===== src/rtl/arm_pipe_pkg.sv =====
// arm_pipe_pkg: shared ID->EX bundle type and execute-command encodings
package arm_pipe_pkg;
    localparam int DATA_W = 32;
    localparam logic [3:0] EXE_MOV = 4'b0001;
    localparam logic [3:0] EXE_MVN = 4'b1001;
    localparam logic [3:0] EXE_ADD = 4'b0010;
    localparam logic [3:0] EXE_ADC = 4'b0011;
    localparam logic [3:0] EXE_SUB = 4'b0100;
    localparam logic [3:0] EXE_SBC = 4'b0101;
    localparam logic [3:0] EXE_AND = 4'b0110;
    localparam logic [3:0] EXE_ORR = 4'b0111;
    localparam logic [3:0] EXE_EOR = 4'b1000;
    localparam logic [3:0] EXE_CMP = 4'b0100;
    localparam logic [3:0] EXE_TST = 4'b0110;
    localparam logic [3:0] EXE_LDR = 4'b0010;
    localparam logic [3:0] EXE_STR = 4'b0010;
    typedef struct packed {
        logic              WB_EN;
        logic              MEM_R_EN;
        logic              MEM_W_EN;
        logic [3:0]        EXE_CMD;
        logic              B;
        logic              S;
        logic [DATA_W-1:0] PC;
        logic [DATA_W-1:0] Val_Rn;
        logic [DATA_W-1:0] Val_Rm;
        logic              Imm;
        logic [11:0]       Shift_operand;
        logic [23:0]       Signed_imm_24;
        logic [3:0]        Dest;
        logic [3:0]        SR;
        logic [3:0]        src1;
        logic [3:0]        src2;
    } id_ex_bundle_t;
endpackage


===== src/rtl/id_ex_stage_reg_if.sv =====
// id_ex_stage_reg_if: ID-side and EX-side valid/ready handshake of the ID->EX register
interface id_ex_stage_reg_if;
    import arm_pipe_pkg::*;
    logic          in_valid;
    logic          in_ready;
    id_ex_bundle_t in_bundle;
    logic          out_valid;
    logic          out_ready;
    id_ex_bundle_t out_bundle;
    modport master (output in_valid, in_bundle, out_ready, input in_ready, out_valid, out_bundle);
    modport slave  (input in_valid, in_bundle, out_ready, output in_ready, out_valid, out_bundle);
endinterface


===== src/rtl/pipe_skid_buf.sv =====
// pipe_skid_buf: two-entry valid/ready buffer with registered ready and synchronous clear
module pipe_skid_buf #(
    parameter int W = 8
) (
    input  logic         clk,
    input  logic         rst_n,
    input  logic         clr_i,
    input  logic         in_valid_i,
    output logic         in_ready_o,
    input  logic [W-1:0] in_data_i,
    output logic         out_valid_o,
    input  logic         out_ready_i,
    output logic [W-1:0] out_data_o,
    output logic         skid_valid_o,
    output logic [W-1:0] skid_data_o
);
    logic         main_v_q, main_v_d, skid_v_q, skid_v_d;
    logic [W-1:0] main_q, main_d, skid_q, skid_d;
    logic         acc, cons;

    assign acc = in_valid_i & ~skid_v_q;
    assign cons = main_v_q & out_ready_i;

    always_comb begin
        main_v_d = main_v_q;
        skid_v_d = skid_v_q;
        main_d   = main_q;
        skid_d   = skid_q;
        if (clr_i) begin
            main_v_d = 1'b0;
            skid_v_d = 1'b0;
        end else if (skid_v_q) begin
            main_d   = cons ? skid_q : main_q;
            skid_v_d = ~cons;
        end else if (main_v_q) begin
            main_d   = (acc & cons) ? in_data_i : main_q;
            skid_d   = (acc & ~cons) ? in_data_i : skid_q;
            skid_v_d = acc & ~cons;
            main_v_d = acc | ~cons;
        end else begin
            main_d   = acc ? in_data_i : main_q;
            main_v_d = acc;
        end
    end

    always_ff @(posedge clk or negedge rst_n) begin
        if (!rst_n) begin
            main_v_q <= 1'b0;
            skid_v_q <= 1'b0;
            main_q   <= '0;
            skid_q   <= '0;
        end else begin
            main_v_q <= main_v_d;
            skid_v_q <= skid_v_d;
            main_q   <= main_d;
            skid_q   <= skid_d;
        end
    end

    // ready is the inverted skid flop, so EX back-pressure never reaches ID combinationally
    assign in_ready_o   = ~skid_v_q;
    assign out_valid_o  = main_v_q;
    assign out_data_o   = main_q;
    assign skid_valid_o = skid_v_q;
    assign skid_data_o  = skid_q;
endmodule


===== src/rtl/id_ex_stage_reg.sv =====
// id_ex_stage_reg: ID->EX pipeline register with skid buffer, branch flush and hazard taps
module id_ex_stage_reg
    import arm_pipe_pkg::*;
(
    input  logic                     clk,
    input  logic                     rst_n,
    input  logic                     flush,
    id_ex_stage_reg_if.slave         bus,
    output logic [1:0]               pend_wb_en,
    output logic [7:0]               pend_dest
);
    logic          skid_v;
    id_ex_bundle_t skid_b;
    logic          unused_skid;

    pipe_skid_buf #(.W($bits(id_ex_bundle_t))) u_buf (
        .clk          (clk),
        .rst_n        (rst_n),
        .clr_i        (flush),
        .in_valid_i   (bus.in_valid),
        .in_ready_o   (bus.in_ready),
        .in_data_i    (bus.in_bundle),
        .out_valid_o  (bus.out_valid),
        .out_ready_i  (bus.out_ready),
        .out_data_o   (bus.out_bundle),
        .skid_valid_o (skid_v),
        .skid_data_o  (skid_b)
    );

    assign pend_wb_en  = {skid_v & skid_b.WB_EN, bus.out_valid & bus.out_bundle.WB_EN};
    assign pend_dest   = {skid_b.Dest, bus.out_bundle.Dest};
    assign unused_skid = ^skid_b;
endmodule


===== src/flat_wrapper.sv =====
// flat-port wrapper written by rule: the top's interface ports become plain ports
module id_ex_stage_reg_flat import arm_pipe_pkg::*;
  (clk, rst_n, flush, pend_wb_en, pend_dest, bus_in_valid, bus_in_bundle, bus_out_ready, bus_in_ready, bus_out_valid, bus_out_bundle);
  id_ex_stage_reg_if bus_i ();
  input  logic clk;
  input  logic rst_n;
  input  logic flush;
  output logic [1:0] pend_wb_en;
  output logic [7:0] pend_dest;
  input wire logic [$bits(bus_i.in_valid)-1:0] bus_in_valid;
  input wire logic [$bits(bus_i.in_bundle)-1:0] bus_in_bundle;
  input wire logic [$bits(bus_i.out_ready)-1:0] bus_out_ready;
  output wire logic [$bits(bus_i.in_ready)-1:0] bus_in_ready;
  output wire logic [$bits(bus_i.out_valid)-1:0] bus_out_valid;
  output wire logic [$bits(bus_i.out_bundle)-1:0] bus_out_bundle;
  assign bus_i.in_valid = bus_in_valid;
  assign bus_i.in_bundle = bus_in_bundle;
  assign bus_i.out_ready = bus_out_ready;
  assign bus_in_ready = bus_i.in_ready;
  assign bus_out_valid = bus_i.out_valid;
  assign bus_out_bundle = bus_i.out_bundle;
  id_ex_stage_reg u_core (.clk(clk), .rst_n(rst_n), .flush(flush), .bus(bus_i), .pend_wb_en(pend_wb_en), .pend_dest(pend_dest));
endmodule

===== config.mk =====
export PLATFORM = sky130hd
export DESIGN_NAME = id_ex_stage_reg_flat
export DESIGN_NICKNAME = d
export VERILOG_FILES = /design/src/rtl/arm_pipe_pkg.sv /design/src/rtl/id_ex_stage_reg_if.sv /design/src/rtl/pipe_skid_buf.sv /design/src/rtl/id_ex_stage_reg.sv /design/src/flat_wrapper.sv
export SDC_FILE = /design/constraint.sdc
export NUM_CORES = 1
export LEC_CHECK = 0
export BUFFER_PORTS_ARGS = -buffer_cell sky130_fd_sc_hd__buf_2
export CAP_MARGIN = 30
export CORE_MARGIN = 2
export CORE_UTILIZATION = 55
export CTS_BUF_LIST = sky130_fd_sc_hd__clkbuf_2
export DETAILED_ROUTE_END_ITERATION = 10
export PLACE_DENSITY = 0.79
export SYNTH_ARGS = -nofsm -noshare
export SYNTH_HDL_FRONTEND = slang
export SYNTH_SLANG_ARGS = --single-unit
export TNS_END_PERCENT = 1

===== constraint.sdc =====
create_clock -name clk -period 3.1 [get_ports clk]
set_input_delay 0.62 -clock clk [delete_from_list [all_inputs] [get_ports clk]]
set_output_delay 0.62 -clock clk [all_outputs]
set_load 0.02 [all_outputs]

# [Yosys cells after proc, flatten, opt, wreduce, memory -nomap -nowiden]
# Cells that the tools add are included.
[word_totals] ff_bits=318 latchBits=0 ramBits=0 romBits=0 input_bits=163 out_inout_bits=170 wordCells=31 n_memories=0
[op_classes] add_sub_neg=0 n_mul=0 div_mod_pow=0 order_cmp=0 eq_ne=3 n_shift=0 n_mux=11 bitwise=10 n_reduce_logical=3
[ops] operator="158-bit two-way mux" count=5
[ops] operator="4-bit AND reduction" count=2
[ops] operator="1-bit bitwise AND" count=6
[ops] operator="1-bit two-way mux" count=6
[ops] operator="3-bit by 1-bit inequality test with 1-bit output, second input constant" count=1
[ops] operator="1-bit NOT" count=3
[ops] operator="3-bit nonzero test" count=1
[ops] operator="2-bit by 1-bit inequality test with 1-bit output, second input constant" count=1
[ops] operator="2-bit inequality test, second input constant" count=1
[ops] operator="1-bit OR" count=1

# [Logic depth before layout (Yosys ltp)]
[depth] ltp_word=6 ltp_mapped=6 mapped_depth_nobuf=3

# [Hierarchy]
# A second synthesis with hierarchy kept.
[unflattened] hier_cells=860 area_unflattened_um2=13731.9
[modules_own_cells] module="pipe_skid_buf" n_inst=1 cells_per_inst=854 area_each_um2=13689.4 seq_area_each_um2=7957.6
[modules_own_cells] module="id_ex_stage_reg" n_inst=1 cells_per_inst=6 area_each_um2=42.5 seq_area_each_um2=0.0

# [Worst setup path before layout]
# Ideal clock, no wire load.
[synth_timing] path_kind="input -> register" start="input bus_in_valid" end="register u_core.u_buf.main_q[100], in the netlist u_core.u_buf.out_data_o[100]" setup_ns=0.125 arrival_time_ns=1.731 t_required_ns=2.975 setup_slack_ns=1.245 stages=5 n_path_buf=2 cell_sequence="nand2b_4 > a221oi_2 > buf_2 > buf_4 > mux2_2"
[synth_between] elab_chain_cells=4 elab_cells_between_ends=5 classes_between="eq/ne (1); bitwise (2); reduce/logical (2)"
[synth_lines] element="from (decl)" line_no="flat_wrapper.sv:10" text="input wire logic [$bits(bus_i.in_valid)-1:0] bus_in_valid;"
[synth_lines] element="1-bit bitwise AND (*)" line_no="pipe_skid_buf.sv:21" text="assign acc = in_valid_i & ~skid_v_q;"
[synth_lines] element="1-bit bitwise AND" line_no="pipe_skid_buf.sv:36" text="main_d = (acc & cons) ? in_data_i : main_q;"
[synth_lines] element="3-bit by 1-bit inequality test with 1-bit output (no line)"
[synth_lines] element="4-bit AND reduction (no line) (*)"
[synth_lines] element="to (signal assigned)" line_no="pipe_skid_buf.sv:55" text="main_q <= main_d;"
[synth_lines] element="to (decl)" line_no="pipe_skid_buf.sv:18" text="logic [W-1:0] main_q, main_d, skid_q, skid_d;"
# Mark *: on every way between the ends. The rest lies on a longest branch, timed or not.
# A chain may end at the register's enable or synchronous reset.

# [Final worst setup path]
[layout_timing] start="register u_core.u_buf.skid_v_q, in the netlist u_core.u_buf.skid_valid_o" end="output pend_wb_en[1]"
[layout_between] elab_chain_cells=1
[layout_lines] element="from (decl)" line_no="pipe_skid_buf.sv:17" text="logic main_v_q, main_v_d, skid_v_q, skid_v_d;"
[layout_lines] element="from (signal assigned)" line_no="pipe_skid_buf.sv:54" text="skid_v_q <= skid_v_d;"
[layout_lines] element="1-bit bitwise AND" line_no="id_ex_stage_reg.sv:30" text="assign pend_wb_en = {skid_v & skid_b.WB_EN, bus.out_valid & bus.out_bundle.WB_EN};"
[layout_lines] element="to (decl)" line_no="flat_wrapper.sv:8" text="output logic [1:0] pend_wb_en;"
# No other way between the ends.

==> summary.md <==
| Metric | Value |
|---|---|
| CTS resizes | 0 |
| Status | finished clean |
| GR Overflow Total | 0 |
| Clk_skew | roughly 0.056 ns |
| Synth Net Count | 1,027 |
| VDD IR max | roughly 0.00044 V |
| Worst Tran Pin Value | 0.8647 ns |
| GRT met2 Usage | between 30% and 40% |
| Final setup violation count | 0 |
| CTS tree | built |
| Fin crit share | 75.67% |
| Worst Path Arrival | 1.73 ns |
| Startpoint Class | register |
| Core Area | 24,460 sq um |
| Post-synthesis register bit count | 318 |
| Clk sink count | 318 |
| Hold_buf cts | roughly 150 |
| Internal power | around 8000 uW |
| Fraction of layout cells with a size suffix above 1 | 58.75% |
| P_leak | about 0.0083 uW |
| Drt drc | 0 |
| FP Rows | 57 |
| Routability cong. | 0.7372 |
| Headroom to the max-slew limit | 42.36% |
| P_sw | 3687 uW |
| Crit path max fanout | 18 |
| Unrepaired setup endpoints after global routing | no |
| Fin crit period | roughly 2.3 ns |
| Die Ht | 162.2 um |
| Routed wire per std cell | 17.81 um |
| Clk network pwr share | 23.5% |
| Max Slew Vio Count | 0 |
| Die width | 162.2 um |
| CTS root buf | clkbuf_2 |
| Unique masters post-synth | 16 |
| Synthesized area per cell | 15.93 sq um |
| Commonest non-fill, non-tap cell in the layout | mux2_2 |
| Nets | 1,549 |
| I/O Buffers | 332 |
| HPWL Detailed | approximately 19,000 um |
| Max_cap viols | 0 |
| Fin cells | 1,754 |
| Vias in the first global route | 9,965 |
| Die Area | about 26,000 sq um |
| Seq pwr share | 49.9% |
| Clk Latency, worst-skew pair | 0.83 ns |
| Post-CTS setup buffer count | 0 |
| Critical Path RT | 2.48 ns |
| Top Usage Layer GRT | met2 |
| Final hold vios | 0 |
| GRT Total Usage | 23.72% |
| DR pass1 iterations | 4 |
| Share of the yosys chip area belonging to registers | 57.83% |
| Cell accounting for the most synthesized area | dfrtp_1 |
| Worst-path clk slew | 0.08 ns |
| Pwr Density | 642.4 nW/um^2 |
| Detail Route Antenna Nets | 0 |
| Max Buffers Root-to-Sink | 3 |
| YS warnings | 0 |
| 1st-iter DRT viols | 385 |
| Sw Ratio | 32.03% |
| Commonest non-fill, non-tap cells in the layout | mux2_2 (373), buf_2 (331), dfrtp_1 (317) |
| Netlist area before placement | 13,760 sq um |
| Synth top area share | 57.83% |
| CTS buffer count | 80 |
| Initial antenna violation count | 2 |
| Final TNS setup | 0 ns |
| Worst Hold Class | in2reg |
| Worst setup EP type | output pin |
| Largest net degree at the start of global routing | roughly 150 |
| Via count | approximately 9,100 |
| Area growth syn-to-layout | 30.22% |
| Worst Setup Path Type | reg2out |
| DR vias/cell | about 5.2 |
| Largest cells by area after synthesis | dfrtp_1 (58%), mux2_2 (31%), mux2_1 (8.2%) |
| Fmax | 0.4263 GHz |
| FILL cells | 1,574 |
| Comb pwr share | around a quarter |
| Met1 usage | between 20% and 30% |
| GRT met3 Usage | 7.763% |
| DP Cell Count | 1,472 |
| Cells after Synth | 864 |
| Initial Utilization | 56.25% |
| Routed WL | 31,230 um |
| H-tree levels | 3 |
| First-pass GRT wire length | 50,050 um |
| Ports | 333 |
## metal layers
metal	routed length, um	vias to the layer above
li1	-	4188
met3	2260	56
met1	12800	4551
met5	0	-
met4	760	0
met2	15410	290
## worst paths after layout
kind	from	endpoint	slack, ns	cells after the start
setup / recovery	u_core.u_buf.skid_valid_o	pend_wb_en[1]	0.75	2
hold / removal	bus_in_bundle[47]	u_core.u_buf.skid_data_o[47]	0.09	2
setup reg to reg	u_core.u_buf.skid_valid_o	u_core.u_buf.skid_data_o[47]	0.85	4
hold reg to reg	u_core.u_buf.skid_data_o[124]	u_core.u_buf.skid_data_o[124]	0.49	1
max in group asynchronous	rst_n	u_core.u_buf.out_data_o[143]	1.97	3
min in group asynchronous	rst_n	u_core.u_buf.skid_data_o[108]	0.37	2
## power groups by stage
stage	logic (uW)	clock network, uW	registers (uW)
finish	3060	2700	5750
global placement	2830	0	5730
detailed placement	2910	0	5800
global route	3280	3040	5870
CTS	3070	2820	5730
floorplan	1300	0	6310
## state kept, by name (all words and copies together) (netlist names)
signal	cells
u_core.u_buf.out_data_o	158
u_core.u_buf.out_valid_o	1
u_core.u_buf.skid_valid_o	1
u_core.u_buf.skid_data_o	158
## Yosys cell counts (all sizes together)
library cell / instances
a21o: 1
inv: 2
o21ai: 1
buf: 45
nor4b: 1
clkbuf: 15
dfrtp: 318
a221oi: 1
a211oi: 1
and2: 2
mux2: 473
nand2: 1
nand2b: 1
a21oi: 2
## cell families (layout without fill, tap and decap cells)
group,count (synthesis),count (layout),share of synthesized area (%)
AOI/OAI and AO/OA,6,6,0.3273
buffers and inverters,62,626,2.737
muxes,473,473,38.71
other,0,2,0
DFF,318,318,57.83
and+or+nand+nor,5,5,0.3909
## critical path, cell delays in order (launching register included)
cell	delay [ns]
dfrtp_4	0.60
and2_1	0.19
buf_2	0.15
## stage by stage
step | worst slack (ns) | cell area (sq um) | power (uW) | util [%] | hold WS (ns)
after global placement | 0.8721 | 15690 | 8558 | 64.12 | 0.4607
after detailed placement | 0.8342 | 15690 | 8713 | 64.12 | 0.4684
final | 0.7543 | 17920 | 11510 | 73.24 | 0.09344
after global routing | 0.6028 | 17920 | 12190 | 73.24 | 0.001347
after floorplan | 1.245 | 13760 | 7613 | - | 0.3244
after CTS | 0.6636 | 17860 | 11620 | 73.02 | 0.0003093
## cell type report
type	count	area [sq um]	area share [%]
sequential	318	7961	44.43
inverter	2	7.507	0.04190
clock inverter	12	105.1	0.5866
multi-input combinational	484	5436	30.34
timing repair buffer	500	3436	19.18
antenna	2	5.005	0.02793
clock buffer	112	560.5	3.128
tap	324	405.4	2.263
No activity file was read; power rests on OpenSTA's default activity.
